==> config.mk <==
export PLATFORM = sky130hd
export DESIGN_NAME = multi_timer
export DESIGN_NICKNAME = d
export VERILOG_FILES = /design/src/rtl/multi_timer.sv
export SDC_FILE = /design/constraint.sdc
export NUM_CORES = 1
export LEC_CHECK = 0
export CAP_MARGIN = 5
export CORE_MARGIN = 3
export CORE_UTILIZATION = 33
export CTS_BUF_LIST = sky130_fd_sc_hd__clkbuf_8
export DETAILED_ROUTE_END_ITERATION = 16
export PLACE_DENSITY_LB_ADDON = 0.08
export SLEW_MARGIN = 30
export SYNTH_ARGS = -nofsm -noshare
export SYNTH_HDL_FRONTEND = slang
export SYNTH_SLANG_ARGS = --single-unit
==> constraint.sdc <==
create_clock -name CLK -period 4.5 [get_ports CLK]
set_input_delay 1.125 -clock CLK [delete_from_list [all_inputs] [get_ports CLK]]
set_output_delay 1.125 -clock CLK [all_outputs]
set_load 0.05 [all_outputs]
==> src/rtl/multi_timer.sv <==
// rtl/multi_timer.sv - multi-channel compare timer with shared prescaler and masked irq
//
// Purpose: up to four compare channels count on a shared prescaler tick. Each
// channel runs one-shot or periodic, raises a sticky match flag (write 1 to
// clear), and the flags are masked by IRQ_EN into a registered level irq.
//
// Optional feature: define MULTI_TIMER_PRESCALER_EN to build the programmable
// prescaler. Without it the tick is constant 1 and PRESCALE reads 0.
//
// Ports:
//   CLK       in   1             system clock, rising edge
//   RSTb      in   1             asynchronous active-low reset
//   ADDRESS   in   ADDRESS_BITS  register select
//   DATA_IN   in   BITS          write data
//   DATA_OUT  out  BITS          registered read data (1-cycle latency)
//   WR        in   1             write strobe
//   irq       out  1             registered OR of (STATUS & IRQ_EN)
//
// Register map: 0x0 STATUS, 0x1 IRQ_EN, 0x2 PRESCALE, 0x3 reserved,
//   0x4+3n CTRLn {PERIODIC, ENABLE}, 0x5+3n CMPn, 0x6+3n CNTn.

module multi_timer #(
    parameter int BITS          = 16,
    parameter int ADDRESS_BITS  = 4,
    parameter int CHANNELS      = 2,
    parameter int PRESCALE_BITS = 8
) (
    input  logic                    CLK,
    input  logic                    RSTb,
    input  logic [ADDRESS_BITS-1:0] ADDRESS,
    input  logic [BITS-1:0]         DATA_IN,
    output logic [BITS-1:0]         DATA_OUT,
    input  logic                    WR,
    output logic                    irq
);

    localparam logic [ADDRESS_BITS-1:0] ADDR_STATUS   = ADDRESS_BITS'(0);
    localparam logic [ADDRESS_BITS-1:0] ADDR_IRQ_EN   = ADDRESS_BITS'(1);
    localparam logic [ADDRESS_BITS-1:0] ADDR_PRESCALE = ADDRESS_BITS'(2);

    logic [CHANNELS-1:0] status;
    logic [CHANNELS-1:0] irq_en;
    logic [CHANNELS-1:0] enable;
    logic [CHANNELS-1:0] periodic;
    logic [CHANNELS-1:0] match_set;
    logic [BITS-1:0]     cmp [CHANNELS];
    logic [BITS-1:0]     cnt [CHANNELS];

    logic                tick;
    logic [BITS-1:0]     prescale_rd;
    logic                wr_status;
    logic                wr_irq_en;
    logic [CHANNELS-1:0] wr_ctrl;
    logic [CHANNELS-1:0] wr_cmp;
    logic [CHANNELS-1:0] wr_cnt;
    logic [BITS-1:0]     rd_data;

    // Write decode; channel addresses beyond CHANNELS never match and are ignored.
    always_comb begin
        wr_status = WR && (ADDRESS == ADDR_STATUS);
        wr_irq_en = WR && (ADDRESS == ADDR_IRQ_EN);
        wr_ctrl   = '0;
        wr_cmp    = '0;
        wr_cnt    = '0;
        for (int n = 0; n < CHANNELS; n++) begin
            wr_ctrl[n] = WR && (ADDRESS == ADDRESS_BITS'(4 + 3 * n));
            wr_cmp[n]  = WR && (ADDRESS == ADDRESS_BITS'(5 + 3 * n));
            wr_cnt[n]  = WR && (ADDRESS == ADDRESS_BITS'(6 + 3 * n));
        end
    end

`ifdef MULTI_TIMER_PRESCALER_EN
    logic [PRESCALE_BITS-1:0] prescale;
    logic [PRESCALE_BITS-1:0] pc;
    logic                     wr_prescale;

    assign wr_prescale = WR && (ADDRESS == ADDR_PRESCALE);
    assign tick        = (pc == prescale);
    assign prescale_rd = BITS'(prescale);

    // pc runs continuously 0..P; a PRESCALE write restarts the divide phase.
    always_ff @(posedge CLK or negedge RSTb) begin
        if (!RSTb) begin
            prescale <= '0;
            pc       <= '0;
        end else if (wr_prescale) begin
            prescale <= DATA_IN[PRESCALE_BITS-1:0];
            pc       <= '0;
        end else if (tick) begin
            pc <= '0;
        end else begin
            pc <= pc + 1'b1;
        end
    end
`else
    assign tick        = 1'b1;
    assign prescale_rd = '0;
`endif

    for (genvar n = 0; n < CHANNELS; n++) begin : g_ch
        logic            en_r;
        logic            per_r;
        logic [BITS-1:0] cmp_r;
        logic [BITS-1:0] cnt_r;
        logic            advance;
        logic            hit;

        // A bus write to CTRL or CNT in a tick cycle takes priority over counting.
        assign advance      = tick && en_r && !wr_ctrl[n] && !wr_cnt[n];
        assign hit          = (cnt_r == cmp_r);
        assign match_set[n] = advance && hit;

        assign enable[n]   = en_r;
        assign periodic[n] = per_r;
        assign cmp[n]      = cmp_r;
        assign cnt[n]      = cnt_r;

        always_ff @(posedge CLK or negedge RSTb) begin
            if (!RSTb) begin
                en_r  <= 1'b0;
                per_r <= 1'b0;
                cmp_r <= '0;
                cnt_r <= '0;
            end else begin
                if (wr_ctrl[n]) begin
                    en_r  <= DATA_IN[0];
                    per_r <= DATA_IN[1];
                end else if (match_set[n] && !per_r) begin
                    en_r <= 1'b0;
                end

                if (wr_cmp[n]) begin
                    cmp_r <= DATA_IN;
                end

                if (wr_cnt[n]) begin
                    cnt_r <= DATA_IN;
                end else if (advance) begin
                    if (hit) begin
                        // One-shot holds the matched count; periodic restarts at 0.
                        if (per_r) begin
                            cnt_r <= '0;
                        end
                    end else begin
                        cnt_r <= cnt_r + 1'b1;
                    end
                end
            end
        end
    end

    // Read mux: unmapped and absent-channel addresses return 0.
    always_comb begin
        rd_data = '0;
        if (ADDRESS == ADDR_STATUS) begin
            rd_data = BITS'(status);
        end else if (ADDRESS == ADDR_IRQ_EN) begin
            rd_data = BITS'(irq_en);
        end else if (ADDRESS == ADDR_PRESCALE) begin
            rd_data = prescale_rd;
        end
        for (int n = 0; n < CHANNELS; n++) begin
            if (ADDRESS == ADDRESS_BITS'(4 + 3 * n)) begin
                rd_data = BITS'({periodic[n], enable[n]});
            end else if (ADDRESS == ADDRESS_BITS'(5 + 3 * n)) begin
                rd_data = cmp[n];
            end else if (ADDRESS == ADDRESS_BITS'(6 + 3 * n)) begin
                rd_data = cnt[n];
            end
        end
    end

    // A match set on the same edge as a W1C of that bit leaves the flag set.
    always_ff @(posedge CLK or negedge RSTb) begin
        if (!RSTb) begin
            status   <= '0;
            irq_en   <= '0;
            irq      <= 1'b0;
            DATA_OUT <= '0;
        end else begin
            status   <= (status & ~(wr_status ? DATA_IN[CHANNELS-1:0] : '0)) | match_set;
            if (wr_irq_en) begin
                irq_en <= DATA_IN[CHANNELS-1:0];
            end
            irq      <= |(status & irq_en);
            DATA_OUT <= rd_data;
        end
    end

endmodule
Yosys cells after proc, flatten, opt, wreduce, memory -nomap -nowiden
Index checks and enable logic that the tools add are counted.
{"block": "totals", "regBits": 89, "latch_bits": 0, "mem_bits_rw": 0, "mem_bits_ro": 0, "input_bits": 23, "output_inout_bits": 17, "word_cells": 80, "n_memories": 0}
{"block": "op_classes", "n_addsub": 2, "n_mul": 0, "div_mod_pow": 0, "magnitude_cmp": 0, "n_eq_ne": 11, "shift": 0, "n_mux": 21, "bitwise": 4, "reduce_logical": 30}
{"cell": "$mux W16", "count": 14}
{"cell": "$add A16 B1 Y16 const B", "count": 2}
{"cell": "$eq A16 B16 Y1", "count": 2}
{"cell": "$eq A4 B3 Y1 const B", "count": 4}
{"cell": "$logic_and A1 B1 Y1", "count": 16}
{"cell": "$eq A4 B4 Y1 const B", "count": 2}
{"cell": "$reduce_bool A2 Y1", "count": 4}
{"cell": "$logic_not A1 Y1", "count": 6}
{"cell": "$mux W2", "count": 3}
{"cell": "$ne A3 B3 Y1 const B", "count": 2}
{"cell": "$and A2 B2 Y2", "count": 2}
{"cell": "$eq A4 B1 Y1 const B", "count": 1}
{"cell": "$logic_not A4 Y1", "count": 1}
{"cell": "$mux W1", "count": 4}
{"cell": "$reduce_and A2 Y1", "count": 2}
{"cell": "$not A2 Y2", "count": 1}
{"cell": "$or A2 B2 Y2", "count": 1}
{"cell": "$reduce_or A2 Y1", "count": 1}

Longest topological paths before layout
{"block": "depth", "word_depth": 9, "ltp_mapped": 9, "ltp_nobuf": 7}

Worst setup path after synthesis
No wires, ideal clock.
{"block": "synth_path", "kind": "input port to flip-flop", "from": "input port ADDRESS[3]", "to": "register g_ch[0].cnt_r[1]", "setup_time_ps": 125, "arrival_ps": 2686, "required_time_ps": 4375, "slack_ps": 1690, "cell_stages": 8, "path_buffers": 2, "cell_sequence": "buf_4 nand3b_1 nor3_1 nor2b_1 o21ai_1 and2_1 buf_2 mux2_2"}
{"block": "synth_via", "elab_chain_cells": 7, "elab_cells_between_ends": 12, "classes_between": "eq/ne: 3; mux: 1; reduce/logical: 8"}
{"item": "start, declared", "line": "30", "text": "input logic [ADDRESS_BITS-1:0] ADDRESS,"}
{"item": "$eq A4 B3 Y1", "line": "66", "text": "wr_ctrl[n] = WR && (ADDRESS == ADDRESS_BITS'(4 + 3 * n));"}
{"item": "$logic_and A1 B1 Y1", "line": "66"}
{"item": "$logic_not A1 Y1", "line": "109", "text": "assign advance = tick && en_r && !wr_ctrl[n] && !wr_cnt[n];"}
{"item": "$logic_and A1 B1 Y1 (2 in a row)", "line": "109"}
{"item": "$reduce_bool A2 Y1 (no source line)"}
{"item": "$reduce_and A2 Y1 (no source line)"}
{"item": "end signal, assigned", "line": "145", "text": "cnt_r <= cnt_r + 1'b1;"}
{"item": "end, declared", "line": "104", "text": "logic [BITS-1:0] cnt_r;"}
Parallel ways exist; a longest one is shown, timed or not.
A chain may end at the register's enable or synchronous reset.

Worst setup path in the final report
Same ends and word-level chain as after synthesis.

==> run summary <==
======================================================================================================
Maximum buffer depth of the clock tree ..................................................            2
Setup fix buffers added after clock tree synthesis ......................................            0
Core box area ...........................................................................    14800 um2
Die extent in x .........................................................................       130 um
Setup Crit Path Kind ....................................................................       in2reg
Wire length of the first global-routing pass ............................................      25.8 mm
Worst-case setup slack after placement ..................................................     0.796 ns
Adder-cell area share of the yosys netlist ..............................................      0.00496
Number of gates resized after cts .......................................................            0
Initial DRC Count .......................................................................          332
Top FF cell, synth ...................................................................... sky130_fd_sc_hd__dfrtp_1
Hold Fails Final Rpt ....................................................................            0
Cell-by-cell trace of the critical path ................................................. clkdlybuf4s50_1 > nand3b_1 > nor3_1 > nor2b_1 > o21ai_1 > and2_1 > mux2_2
Upper clock frequency limit .............................................................    0.294 GHz
Compound-Gate Fraction of Synth Area ....................................................        0.183
Final instance count without filler cells ...............................................          763
Die height ..............................................................................       130 um
Total leakage power .....................................................................      2.39 nW
Cell family with most CP delay .......................................................... simple AND/OR/NAND/NOR gates
Max-capacitance violation count .........................................................            0
Commonest non-fill, non-tap cell in the layout .......................................... sky130_fd_sc_hd__dfrtp_1
Actual slew at the worst max-slew pin ...................................................     0.787 ns
Placement Rows ..........................................................................           44
Last weighted congestion value of the routability-driven placer .........................        0.867
Total negative slack ....................................................................         0 ns
Number of flops mapped to enable cells by yosys .........................................            0
Syn Std Cell Area .......................................................................     5040 um2
Area fraction in and, or, nand and nor cells after synthesis ............................        0.188
Number of buffers created by CTS ........................................................            9
Placed insts ............................................................................          746
Final setup violating endpoints .........................................................            0
Source-to-sink clock delay at the later pin of the worst-skew pair ......................      0.37 ns
Number of antenna violations at the first check in global routing .......................            0
Critical Path Start Type ................................................................   input port
Worst hold slack after final layout .....................................................     0.530 ns
Total cell area at the placement stage ..................................................     5600 um2
Number of filler instances in the final layout ..........................................         1533
Count of state elements after synthesis .................................................           89
Initial Util ............................................................................        0.342
Nets in the synthesized netlist .........................................................          570
Final Max Tran Viols ....................................................................            0
Multi-input gate area in the final layout ...............................................     2640 um2
Area used by sequential logic in the layout .............................................     2230 um2
Die outline area ........................................................................    16800 um2
Share of synthesized registers carrying an async set or reset ...........................         1.00
Synthesized instance count ..............................................................          545
Worst Path Buf+Inv ......................................................................            1
TritonCTS sink count ....................................................................           89
Io pins .................................................................................           40
Syn_area_per_cell .......................................................................     9.25 um2
Area overhead of the layout relative to synthesis .......................................        15.0%
Critical Path Fanout Max ................................................................           10
Initial DRT Pass Iterations .............................................................            5
Largest family of logic cells by synthesized area ....................................... simple AND/OR/NAND/NOR gates
Detailed placer's ending HPWL ...........................................................      12.0 mm
Routed wire length per instance .........................................................      21.1 um
Final clock period utilization by the worst path ........................................        0.756
Maximum resistive drop on vdd ...........................................................   0.000150 V
Worst max-slew margin expressed relative to the limit ...................................        0.473
Worst path setup slack after routing ....................................................      1.10 ns
Via count ...............................................................................         4373
Final worst clock skew ..................................................................    0.0111 ns
CTS tree ................................................................................         done
Final nets ..............................................................................          599
Vias per std cell .......................................................................         5.73
Post-detailed-route count of antenna-violating nets .....................................            0
Xor and xnor area share after synthesis .................................................       0.0556
Sequential element share of the synthesized area ........................................        0.442
Share of synthesized area spent on multiplexers .........................................       0.0898
Total global routing overflow ...........................................................            0
Pin count of the biggest net entering global routing ....................................           67
Ant diodes ..............................................................................            0
Clock transition at the register clock pins on the worst setup and hold paths after CTS .      0.09 ns
Number of warnings printed during yosys synthesis .......................................            0
Port Buf Inserts ........................................................................           39
Type of the worst min-delay path ........................................................      reg2reg
Critical path endpoint category .........................................................     register
RSZ-0062 raised after global routing ....................................................           no
Minimum clock period after layout .......................................................      3.40 ns
Worst path slowest cell ................................................................. sky130_fd_sc_hd__clkdlybuf4s50_1
Most frequent cells in the layout ....................................................... sky130_fd_sc_hd__dfrtp_1 (89), sky130_fd_sc_hd__nand2_1 (72), sky130_fd_sc_hd__o21ai_0 (40)
Run status .............................................................................. finished clean
Power density cells .....................................................................   427 nW/um2
H-tree depth ............................................................................            3
# DRC ...................................................................................            0
Total wire length after detailed routing ................................................      16.1 mm
Total routing resource utilization after global routing .................................        0.201
Number of distinct library cells after synthesis ........................................           56
Data required time of the worst path ....................................................      4.75 ns
Final design instance area without fill .................................................     5800 um2
Slowest cell delay on critical path .....................................................      0.58 ns
Vias in the first global route ..........................................................         4355
Layout cell share with drive strength beyond 1 ..........................................        0.124
Number of hold buffers added after cts ..................................................            0
Root buf cell ........................................................................... sky130_fd_sc_hd__clkbuf_8
Arr. time, crit path ....................................................................      3.65 ns
======================================================================================================
## cell type report
type                    instances  share of cell area
multi-input cells             412               0.454
flip-flops and latches         89               0.384
inverters                      11             0.00712
well taps                     184              0.0397
clock buffers                  11              0.0261
clock inverters                 5             0.00410
repair buffers                 51              0.0846
## cells by family (layout without fill, tap and decap cells)
| kind of cell | after synthesis | count (layout) |
|---|---|---|
| buffers and inverters | 44 | 78 |
| adder cells (fa/ha/maj) | 2 | 2 |
| AO/OA/AOI/OAI | 143 | 143 |
| flip-flops | 89 | 89 |
| XOR/XNOR | 32 | 32 |
| AND/OR/NAND/NOR | 194 | 194 |
| multiplexers | 41 | 41 |
## sequential cells by signal, summed over array words and instances (netlist names)
register,cells
irq,1
g_ch.per_r,2
DATA_OUT,16
g_ch.cmp_r,32
g_ch.cnt_r,32
status,2
irq_en,2
g_ch.en_r,2
## Yosys cell counts, drive strengths merged, types with 7 or more instances
| master | count | area [um2] |
|---|---|---|
| a21o | 12 | 90.1 |
| mux2 | 34 | 383 |
| nor4 | 10 | 62.6 |
| mux2i | 7 | 70.1 |
| nand3 | 25 | 130 |
| o211ai | 10 | 75.1 |
| and3 | 11 | 68.8 |
| xor2 | 32 | 280 |
| clkbuf | 20 | 75.1 |
| nand4 | 10 | 62.6 |
| inv | 10 | 37.5 |
| dfrtp | 89 | 2230 |
| a21oi | 36 | 180 |
| nor2 | 29 | 109 |
| nand2 | 72 | 270 |
| o311ai | 9 | 78.8 |
| buf | 13 | 68.8 |
| o21ai | 42 | 210 |
| nor3 | 11 | 60.1 |
## worst paths after layout
path | to | slack (ns) | start | cells after the start
worst min register to register | irq_en[0] | 0.53 | irq_en[0] | 2
worst min-delay path | irq_en[0] | 0.53 | irq_en[0] | 2
worst max register to register | g_ch[0].cnt_r[1] | 1.47 | g_ch[0].cnt_r[6] | 6
min in group asynchronous | g_ch[1].cnt_r[3] | 0.68 | RSTb | 1
max in group asynchronous | g_ch[0].cmp_r[6] | 3.08 | RSTb | 2
worst max-delay path | g_ch[0].cnt_r[1] | 1.10 | ADDRESS[3] | 7
## per-stage QoR
| stage | power [W] | util |
|---|---|---|
| after CTS | 0.00249 | 0.391 |
| final | 0.00248 | 0.393 |
| after floorplan | 0.00168 | - |
| after detailed placement | 0.00197 | 0.380 |
| after global placement | 0.00197 | 0.380 |
| after global routing | 0.00264 | 0.393 |
## routing by layer
layer / share of wire / track usage / vias up
met1: 0.48 / 0.291 / 2202
met2: 0.46 / 0.313 / 118
met4: 0.014 / 0.0556 / 0
met3: 0.047 / 0.0334 / 16
met5: 0 / 0 / -
li1: - / - / 2037
## worst register-to-register path: cells and delay by family, from the launching register on
family | cells | cell delay, ns
AOI/OAI and AO/OA | 1 | 0.53
xor gates and xnor gates | 1 | 0.23
DFF | 1 | 0.49
muxes | 1 | 0.37
and+or+nand+nor | 3 | 1.31
## power by group
part           internal [W]  switching (W)
Combinational      0.000329       0.000400
Sequential         0.000973       0.000259
Clock              0.000225       0.000293
No activity file was read; power rests on OpenSTA's default activity.
